File: src/rtl/mac_sequencer_if.sv
// Port bundle for mac_sequencer: operand stream, op control, and the issue/completion
// ports of the external pipelined bfloat16 multiplier and adder.
interface mac_sequencer_if #(
    parameter int unsigned N = 16
);
    logic         op_start;
    logic [7:0]   len;
    logic         in_valid;
    logic         in_ready;
    logic [N-1:0] a_in;
    logic [N-1:0] b_in;
    logic [N-1:0] mul_a;
    logic [N-1:0] mul_b;
    logic         mul_start;
    logic         mul_finish;
    logic [N-1:0] mul_result;
    logic [N-1:0] add_a;
    logic [N-1:0] add_b;
    logic         add_start;
    logic         add_finish;
    logic [N-1:0] add_result;
    logic         busy;
    logic         op_finish;
    logic [N-1:0] result;

    modport master (
        output op_start, len, in_valid, a_in, b_in, mul_finish, mul_result,
               add_finish, add_result,
        input  in_ready, mul_a, mul_b, mul_start, add_a, add_b, add_start,
               busy, op_finish, result
    );

    modport slave (
        input  op_start, len, in_valid, a_in, b_in, mul_finish, mul_result,
               add_finish, add_result,
        output in_ready, mul_a, mul_b, mul_start, add_a, add_b, add_start,
               busy, op_finish, result
    );
endinterface

File: src/rtl/mac_sequencer.sv
// Dot-product sequencer: streams operand pairs into a pipelined multiplier, buffers products,
// and accumulates them serially through a pipelined adder. MAC_SEQUENCER_RELU_EN clamps
// negative final results to zero.
module mac_sequencer #(
    parameter int unsigned N     = 16,
    parameter int unsigned DEPTH = 4
) (
    input logic            clk,
    input logic            rst_n,
    mac_sequencer_if.slave bus
);

    localparam int unsigned CW = $clog2(DEPTH + 1);
    localparam int unsigned PW = (DEPTH > 1) ? $clog2(DEPTH) : 1;

    typedef enum logic [1:0] {StIdle, StRun, StDone} state_e;

    state_e        state_q;
    logic [7:0]    len_q;
    logic [7:0]    issued_q;
    logic [7:0]    added_q;
    logic [CW-1:0] inflight_q;
    logic [CW-1:0] count_q;
    logic [PW-1:0] wptr_q;
    logic [PW-1:0] rptr_q;
    logic [N-1:0]  acc_q;
    logic [N-1:0]  result_q;
    logic          op_finish_q;
    logic          add_pending_q;
    logic [N-1:0]  mem_q [DEPTH];

    logic run;
    logic credit_ok;
    logic in_ready;
    logic xfer;
    logic push;
    logic pop;
    logic add_done;

    function automatic logic [PW-1:0] ptr_inc(input logic [PW-1:0] p);
        return (p == PW'(DEPTH - 1)) ? '0 : p + PW'(1);
    endfunction

    function automatic logic [N-1:0] post_proc(input logic [N-1:0] x);
`ifdef MAC_SEQUENCER_RELU_EN
        return x[N-1] ? '0 : x;
`else
        return x;
`endif
    endfunction

    // Products in flight plus products buffered may never exceed the buffer depth,
    // so every completion always finds a free slot.
    always_comb begin
        run       = (state_q == StRun);
        credit_ok = ({1'b0, inflight_q} + {1'b0, count_q}) < (CW + 1)'(DEPTH);
        in_ready  = run && (issued_q < len_q) && credit_ok;
        xfer      = in_ready && bus.in_valid;
        // A completion with nothing outstanding is stale (from before a reset) and dropped.
        push      = run && bus.mul_finish && (inflight_q != '0);
        pop       = run && !add_pending_q && (count_q != '0);
        add_done  = run && bus.add_finish && add_pending_q;
    end

    assign bus.in_ready  = in_ready;
    assign bus.mul_start = xfer;
    assign bus.mul_a     = xfer ? bus.a_in : '0;
    assign bus.mul_b     = xfer ? bus.b_in : '0;
    assign bus.add_start = pop;
    assign bus.add_a     = pop ? acc_q : '0;
    assign bus.add_b     = pop ? mem_q[rptr_q] : '0;
    assign bus.busy      = run;
    assign bus.op_finish = op_finish_q;
    assign bus.result    = result_q;

    always_ff @(posedge clk) begin
        if (push) begin
            mem_q[wptr_q] <= bus.mul_result;
        end
    end

    always_ff @(posedge clk or negedge rst_n) begin
        if (!rst_n) begin
            state_q       <= StIdle;
            len_q         <= '0;
            issued_q      <= '0;
            added_q       <= '0;
            inflight_q    <= '0;
            count_q       <= '0;
            wptr_q        <= '0;
            rptr_q        <= '0;
            acc_q         <= '0;
            result_q      <= '0;
            op_finish_q   <= 1'b0;
            add_pending_q <= 1'b0;
        end else begin
            op_finish_q <= 1'b0;
            case (state_q)
                StIdle: begin
                    if (bus.op_start) begin
                        len_q         <= bus.len;
                        acc_q         <= '0;
                        issued_q      <= '0;
                        added_q       <= '0;
                        inflight_q    <= '0;
                        count_q       <= '0;
                        wptr_q        <= '0;
                        rptr_q        <= '0;
                        add_pending_q <= 1'b0;
                        if (bus.len == 8'd0) begin
                            state_q     <= StDone;
                            op_finish_q <= 1'b1;
                            result_q    <= post_proc('0);
                        end else begin
                            state_q <= StRun;
                        end
                    end
                end
                StRun: begin
                    if (xfer) begin
                        issued_q <= issued_q + 8'd1;
                    end
                    case ({xfer, push})
                        2'b10:   inflight_q <= inflight_q + CW'(1);
                        2'b01:   inflight_q <= inflight_q - CW'(1);
                        default: ;
                    endcase
                    case ({push, pop})
                        2'b10:   count_q <= count_q + CW'(1);
                        2'b01:   count_q <= count_q - CW'(1);
                        default: ;
                    endcase
                    if (push) begin
                        wptr_q <= ptr_inc(wptr_q);
                    end
                    if (pop) begin
                        rptr_q        <= ptr_inc(rptr_q);
                        add_pending_q <= 1'b1;
                    end
                    // pop needs !add_pending and add_done needs add_pending: never both.
                    if (add_done) begin
                        acc_q         <= bus.add_result;
                        added_q       <= added_q + 8'd1;
                        add_pending_q <= 1'b0;
                        if (added_q + 8'd1 == len_q) begin
                            state_q     <= StDone;
                            op_finish_q <= 1'b1;
                            result_q    <= post_proc(bus.add_result);
                        end
                    end
                end
                StDone: begin
                    state_q <= StIdle;
                end
                default: begin
                    state_q <= StIdle;
                end
            endcase
        end
    end

    fifo_no_overflow: assert property (@(posedge clk) disable iff (!rst_n)
        push |-> (count_q != CW'(DEPTH)));

endmodule

File: src/flat_wrapper.sv
// flat-port wrapper written by rule: the top's interface ports become plain ports
module mac_sequencer_flat 
#(
    parameter int unsigned N     = 16,
    parameter int unsigned DEPTH = 4
)
  (clk, rst_n, bus_op_start, bus_len, bus_in_valid, bus_a_in, bus_b_in, bus_mul_finish, bus_mul_result, bus_add_finish, bus_add_result, bus_in_ready, bus_mul_a, bus_mul_b, bus_mul_start, bus_add_a, bus_add_b, bus_add_start, bus_busy, bus_op_finish, bus_result);
  mac_sequencer_if #(.N(N)) bus_i ();
  input logic clk;
  input logic rst_n;
  input wire logic [$bits(bus_i.op_start)-1:0] bus_op_start;
  input wire logic [$bits(bus_i.len)-1:0] bus_len;
  input wire logic [$bits(bus_i.in_valid)-1:0] bus_in_valid;
  input wire logic [$bits(bus_i.a_in)-1:0] bus_a_in;
  input wire logic [$bits(bus_i.b_in)-1:0] bus_b_in;
  input wire logic [$bits(bus_i.mul_finish)-1:0] bus_mul_finish;
  input wire logic [$bits(bus_i.mul_result)-1:0] bus_mul_result;
  input wire logic [$bits(bus_i.add_finish)-1:0] bus_add_finish;
  input wire logic [$bits(bus_i.add_result)-1:0] bus_add_result;
  output wire logic [$bits(bus_i.in_ready)-1:0] bus_in_ready;
  output wire logic [$bits(bus_i.mul_a)-1:0] bus_mul_a;
  output wire logic [$bits(bus_i.mul_b)-1:0] bus_mul_b;
  output wire logic [$bits(bus_i.mul_start)-1:0] bus_mul_start;
  output wire logic [$bits(bus_i.add_a)-1:0] bus_add_a;
  output wire logic [$bits(bus_i.add_b)-1:0] bus_add_b;
  output wire logic [$bits(bus_i.add_start)-1:0] bus_add_start;
  output wire logic [$bits(bus_i.busy)-1:0] bus_busy;
  output wire logic [$bits(bus_i.op_finish)-1:0] bus_op_finish;
  output wire logic [$bits(bus_i.result)-1:0] bus_result;
  assign bus_i.op_start = bus_op_start;
  assign bus_i.len = bus_len;
  assign bus_i.in_valid = bus_in_valid;
  assign bus_i.a_in = bus_a_in;
  assign bus_i.b_in = bus_b_in;
  assign bus_i.mul_finish = bus_mul_finish;
  assign bus_i.mul_result = bus_mul_result;
  assign bus_i.add_finish = bus_add_finish;
  assign bus_i.add_result = bus_add_result;
  assign bus_in_ready = bus_i.in_ready;
  assign bus_mul_a = bus_i.mul_a;
  assign bus_mul_b = bus_i.mul_b;
  assign bus_mul_start = bus_i.mul_start;
  assign bus_add_a = bus_i.add_a;
  assign bus_add_b = bus_i.add_b;
  assign bus_add_start = bus_i.add_start;
  assign bus_busy = bus_i.busy;
  assign bus_op_finish = bus_i.op_finish;
  assign bus_result = bus_i.result;
  mac_sequencer #(.N(N), .DEPTH(DEPTH)) u_core (.clk(clk), .rst_n(rst_n), .bus(bus_i));
endmodule
File: config.mk
export PLATFORM = sky130hd
export DESIGN_NAME = mac_sequencer_flat
export DESIGN_NICKNAME = d
export VERILOG_FILES = /design/src/rtl/mac_sequencer_if.sv /design/src/rtl/mac_sequencer.sv /design/src/flat_wrapper.sv
export SDC_FILE = /design/constraint.sdc
export NUM_CORES = 1
export LEC_CHECK = 0
export ABC_CLOCK_PERIOD_IN_PS = 4700
export CORE_MARGIN = 3
export CORE_UTILIZATION = 35
export CTS_BUF_LIST = sky130_fd_sc_hd__clkbuf_8
export DETAILED_ROUTE_END_ITERATION = 10
export SLEW_MARGIN = 0
export SYNTH_ARGS = -nofsm -noshare
export SYNTH_HDL_FRONTEND = slang
export SYNTH_SLANG_ARGS = --single-unit
export TNS_END_PERCENT = 50
File: constraint.sdc
create_clock -name clk -period 4.7 [get_ports clk]
set_input_delay 0.47 -clock clk [delete_from_list [all_inputs] [get_ports clk]]
set_output_delay 0.47 -clock clk [all_outputs]
set_load 0.005 [all_outputs]
-- Word level (Yosys, flattened, before mapping)
Memory sizes are Yosys's and may differ from the RTL's.
Index checks and enable logic that the tools add are counted.
- output and inout bits: 85
- bits in registers: 70
- memory bits (writable): 64
- logic and storage cells: 112
- memories kept: 1
- input bits: 78
- $lt $le $gt $ge: 2
- add/sub/neg operators: 9
- muxes and demuxes: 45
- equal/unequal tests: 18
- reduce and logical (&&, ||, !) cells: 25
- memories (memory ; depth ; bits a word ; read ports ; clocked after Yosys merged registers in ; write ports ; RTL line ; source):
    u_core.mem_q ; 4 ; 16 ; 1 ; 0 ; 1 ; mac_sequencer.sv:30 ; logic [N-1:0] mem_q [DEPTH];
- operator list (cell ; number):
    16-bit two-way mux ; 10
    16-bit one-hot mux with 2 select lines ; 2
    8-bit one-hot mux with 2 select lines ; 2
    8-bit two-way mux ; 3
    3-bit one-hot mux with 2 select lines ; 4
    3-bit AND reduction ; 8
    2-bit two-way mux ; 9
    8-bit by 1-bit adder with 8-bit output, second input constant ; 2
    2-bit by 1-bit != test with 1-bit output, second input constant ; 6
    2-bit one-hot mux with 2 select lines ; 3
    1-bit logical AND ; 9
    1-bit two-way mux ; 9
    3-bit by 1-bit != test with 1-bit output, second input constant ; 3
    2-bit == test, second input constant ; 4
    8-bit == test ; 1
    8-bit logical NOT ; 1
    8-bit < comparator ; 1
    3-bit by 1-bit adder with 3-bit output, second input constant ; 2
    2-bit by 1-bit == test with 1-bit output, second input constant ; 3
    3-bit nonzero test ; 2
    3-bit by 1-bit subtractor with 3-bit output, second input constant ; 2
    5-bit AND reduction ; 1
    2-bit by 1-bit adder with 2-bit output, second input constant ; 2
    3-bit by 3-bit adder with 4-bit output ; 1
    8 further kinds ; 9

-- Longest topological paths before layout
- depth after elaboration: 7
- gate-level depth with buffers: 15
- depth with buffers taken out: 14

-- Worst setup path after synthesis
No wires, ideal clock.
- path type: register to register
- from: register u_core.count_q[2]
- to: register u_core.inflight_q[2]
- path buffers: 1
- data arrival time: 3059 ps
- stages on the path, launching flop included: 15
- required time: 4571 ps
- clock period less this slack: 3188 ps
- library setup time: 129 ps
- path slack: 1512 ps
- cell sequence: dfrtp_1 ha_1 nor4_1 nand3_1 a31oi_1 nand2_1 a21oi_2 buf_2 inv_1 ha_1 fa_1 xor2_1 nor3_1 o21ai_0 o21ai_0
- cells in the longest elaborated chain, start to end: 7
- elaborated cells on any way between the ends: 10
- those cells by class: 1 x add/sub; 1 x order compare; 3 x eq/ne; 2 x mux; 3 x reduce/logical
- RTL lines (what ; RTL line ; source):
    start, declared ; mac_sequencer.sv:23 ; logic [CW-1:0] count_q;
    start signal, assigned ; mac_sequencer.sv:129 ; 2'b10: count_q <= count_q + CW'(1);
    start signal, assigned ; mac_sequencer.sv:130 ; 2'b01: count_q <= count_q - CW'(1);
    3-bit by 3-bit adder with 4-bit output * ; mac_sequencer.sv:56 ; credit_ok = ({1'b0, inflight_q} + {1'b0, count_q}) < (CW + 1)'(DEPTH);
    4-bit by 3-bit < comparator with 1-bit output * ; mac_sequencer.sv:56 ;
    1-bit logical AND * ; mac_sequencer.sv:57 ; in_ready = run && (issued_q < len_q) && credit_ok;
    1-bit logical AND * ; mac_sequencer.sv:58 ; xfer = in_ready && bus.in_valid;
    via bus_mul_start ; flat_wrapper.sv:23 ; output wire logic [$bits(bus_i.mul_start)-1:0] bus_mul_start;
    2-bit by 1-bit == test with 1-bit output or 2-bit == test (tied branches) ; mac_sequencer.sv:123 ; case ({xfer, push})
    3-bit one-hot mux with 2 select lines or 3-bit by 1-bit != test with 1-bit output (tied branches) ; -- ;
    3-bit one-hot mux with 2 select lines or 3-bit AND reduction (tied branches) ; -- ;
    end signal, assigned ; mac_sequencer.sv:124 ; 2'b10: inflight_q <= inflight_q + CW'(1);
    end signal, assigned ; mac_sequencer.sv:125 ; 2'b01: inflight_q <= inflight_q - CW'(1);
    end, declared ; mac_sequencer.sv:22 ; logic [CW-1:0] inflight_q;
Mark *: on every way through the listed nets, which the timed path passes. The rest lies on a longest branch.
A chain may end at the register's enable or synchronous reset.

-- Worst setup path after layout
- from: register u_core.state_q[1]
- to: output port bus_mul_b[7]
- cells in the longest elaborated chain, start to end: 5
- RTL lines (what ; RTL line ; source):
    start, declared ; mac_sequencer.sv:18 ; state_e state_q;
    start signal, assigned ; mac_sequencer.sv:84 ; state_q <= StIdle;
    start signal, assigned ; mac_sequencer.sv:111 ; state_q <= StDone;
    start signal, assigned ; mac_sequencer.sv:115 ; state_q <= StRun;
    2-bit by 1-bit == test with 1-bit output ; mac_sequencer.sv:55 ; run = (state_q == StRun);
    1-bit logical AND (2 in series) ; mac_sequencer.sv:57 ;
    1-bit logical AND ; mac_sequencer.sv:58 ;
    16-bit two-way mux ; mac_sequencer.sv:68 ; assign bus.mul_b = xfer ? bus.b_in : '0;
    end, declared ; flat_wrapper.sv:22 ; output wire logic [$bits(bus_i.mul_b)-1:0] bus_mul_b;
No other way between the ends.

==> flow_summary.yaml <==
timing:
  setup_viol: 0
  clock.fmax_ghz: 0.263
  slew_viol_final: 0
  period_share: 0.808
  relSlewSlack: 0.258
  rsz0062_at_grt: "false"
  finalCriticalPeriod_ps: 3800
  clock_skew_ps: 8.55
  tightest_slew_ps: 1110
  worst_slack_ps: 900
  final-hold-violation-count: 0
  hold_slack_ps: 98.4
  setup_tns_ps: 0
synthesis:
  synth_area_leaders: "edfxtp_1 (30%), dfrtp_1 (27%), and2_1 (6.9%)"
  ys_top_cells_by_count: "nand2_1 (73), and2_1 (71), dfrtp_1 (70), edfxtp_1 (64), o21ai_0 (44)"
  synth.avg_cell_area_sq_um: 11.9
  synth_fp_nets: 638
  ys_warn_count: 0
  synth.most_common_cell: "nand2_1"
  yosysSeqAreaShare: 0.571
  synth_flop_cell: "dfrtp_1"
  synth-seq-cells: 134
  synth_top_area_frac: 0.299
  synth_cells: 540
  ys_async_sr_fraction: 0.522
  synth_edf_count: 64
  synth_top_area_cell: "edfxtp_1"
  ys_types: 54
  syn-cell-area_sq_mm: 0.00643
critical_path:
  critPathCaptureType: "output port"
  slowest_stage: "clkdlybuf4s50_1"
  path_max_fanout: 36
  cp_top_family: "buffers and inverters"
  r2r_start: "u_core.state_q[1]$_DFFE_PN0P_"
  criticalPathCategory: "reg -> out"
  path_buf_inv: 3
  start_kind: "register"
  cp.required_ps: 4230
  path_cells: "nand2b_1 > inv_1 > nand3_1 > a31oi_1 > nand2_1 > a21oi_2 > buf_4 > and2_1 > clkdlybuf4s50_1"
  max_stage_delay_ps: 510
  critPathLaunch: "u_core.state_q[1]$_DFFE_PN0P_"
  crit_arrival_ps: 3330
power_and_ir_drop:
  combPwrFrac: 0.463
  p_per_area_mw_per_mm2: 606
  total_power_mw: 5.24
  swShare: 0.363
  p_seq_frac: 0.359
  pwr-share-clk: 0.178
  internal-power_mw: 3.34
  p_leak_nw: 3.41
  vdd_ir_drop_max_mv: 0.374
  switchingPower_mw: 1.90
clocking:
  cts-buffers-inserted: 17
  clock-sinks: 134
  postCtsHoldBufs: 0
  cts_resized: 0
  post-cts-setup-buffer-count: 0
  cts_tree: "yes"
  htree_levels: 4
  clock_path_buffers: 2
  clkLatencyLatePin_ps: 440
  clkTransAtPathRegs_ps: 80
  root_buffer: "clkbuf_8"
global_routing:
  antenna_found_initial: 0
  met1_usage: 0.200
  grt_max_degree: 38
  grt_use_met3: 0.0408
  first_global_vias: 4957
  grt_pass1_wl_um: 25000
  grt_usage: 0.158
  gr-max-usage-layer: "met2"
  grt_overflow: 0
  use_met2: 0.262
detailed_routing:
  drc: 0
  routedWlPerCell_um: 16.4
  drt_iter0_markers: 236
  vias_per_cell: 5.01
  postRouteAntennaNets: 0
  first_pass_iters: 4
  dr_total_vias: 4703
  finalWirelength_um: 15400
final_layout:
  area_growth_pct: 34.3
  nFillCells: 1568
  final_core_util: 0.490
  design_area_sq_mm: 0.00864
  nNetsFinal: 799
  multi_input_area_sq_mm: 0.00251
  regArea_sq_mm: 0.00367
  drive_gt1_frac: 0.104
  diodes: 0
  final_cells: 939
die:
  top_level_ports: 163
  num_rows: 48
  start_util: 0.364
  die_x_um: 142
  dieHeight_um: 142
  core_area_sq_mm: 0.0177
  die-area_sq_mm: 0.0200
place:
  dpl.cell_count: 907
  gp_congestion: 0.784
  place_ws_ps: 1180
  dpl_cell_area_sq_mm: 0.00825
  dpl.hpwl_um: 10900
  numPortBuffers: 162
min_path:
  hp-class: "in -> async"
flow_run:
  drv_cap: 0
run_status:
  status: "complete, no violations"
## state kept, by name (all words and copies together) (netlist names)
name,count
u_core.add_pending_q,1
u_core.rptr_q,2
u_core.issued_q,8
u_core.added_q,8
u_core.inflight_q,3
u_core.bus.result,16
u_core.count_q,3
u_core.len_q,8
u_core.acc_q,16
u_core.bus.op_finish,1
u_core.mem_q,64
u_core.state_q,2
u_core.wptr_q,2
## routing by layer
metal / up-vias / wire length, um / share of wire
met1: 2244 / 6720 / 0.44
met2: 198 / 7360 / 0.48
met3: 17 / 1080 / 0.070
li1: 2244 / - / -
met5: - / 0 / 0
met4: 0 / 218 / 0.014
## cells in the final DEF (no fill, tap or decap), types with 10 or more instances in the layout
cell             Yosys  layout
a21oi_1             14      14
and2_1              71      71
clkbuf_8             0      17
clkdlybuf4s50_1      0     161
dfrtp_1             70      70
edfxtp_1            64      64
ha_1                18      18
inv_1               31      31
mux4_2              16      16
nand2_1             73      73
nor2_1              13      13
o21ai_0             44      44
o22ai_2             10      10
## power by group through the flow
stage               logic [mW]  registers [mW]  clock network, mW
global route              2.70            1.94               1.01
floorplan                 1.48            1.76                  0
CTS                       2.47            1.89              0.962
detailed placement        2.45            1.91                  0
finish                    2.42            1.88              0.934
global placement          2.40            1.89                  0
## cells by family (layout without fill, tap and decap cells)
| group | Yosys count | count (layout) | synth area share |
|---|---|---|---|
| flip-flops | 134 | 134 | 0.571 |
| AND/OR/NAND/NOR | 195 | 195 | 0.159 |
| XOR/XNOR | 9 | 9 | 0.0123 |
| buffers and inverters | 58 | 232 | 0.0399 |
| multiplexers | 22 | 22 | 0.0657 |
| AO/OA/AOI/OAI | 102 | 102 | 0.111 |
| adder cells (fa/ha/maj) | 20 | 20 | 0.0412 |
## path summary, 6_finish.rpt
path	endpoint	slack, ps	cells past startpoint
max in group asynchronous	u_core.rptr_q[1]$_DFFE_PN0P_	3630	2
hold / removal	u_core.acc_q[11]$_DFFE_PN0P_	100	1
min in group clk	u_core.acc_q[13]$_DFFE_PN0P_	480	2
setup reg to reg	u_core.inflight_q[2]$_DFFE_PN0P_	1160	14
hold reg to reg	u_core.acc_q[13]$_DFFE_PN0P_	480	2
setup / recovery	bus_mul_b[7]	900	9
## cell type report
class / instances / share of cell area
clock inverter: 15 / 0.0180
clock buffer: 17 / 0.0271
tap: 225 / 0.0326
inverter: 31 / 0.0135
timing repair buffer: 169 / 0.193
multi-input combinational: 348 / 0.291
sequential: 134 / 0.425
No activity file was read; power rests on OpenSTA's default activity.
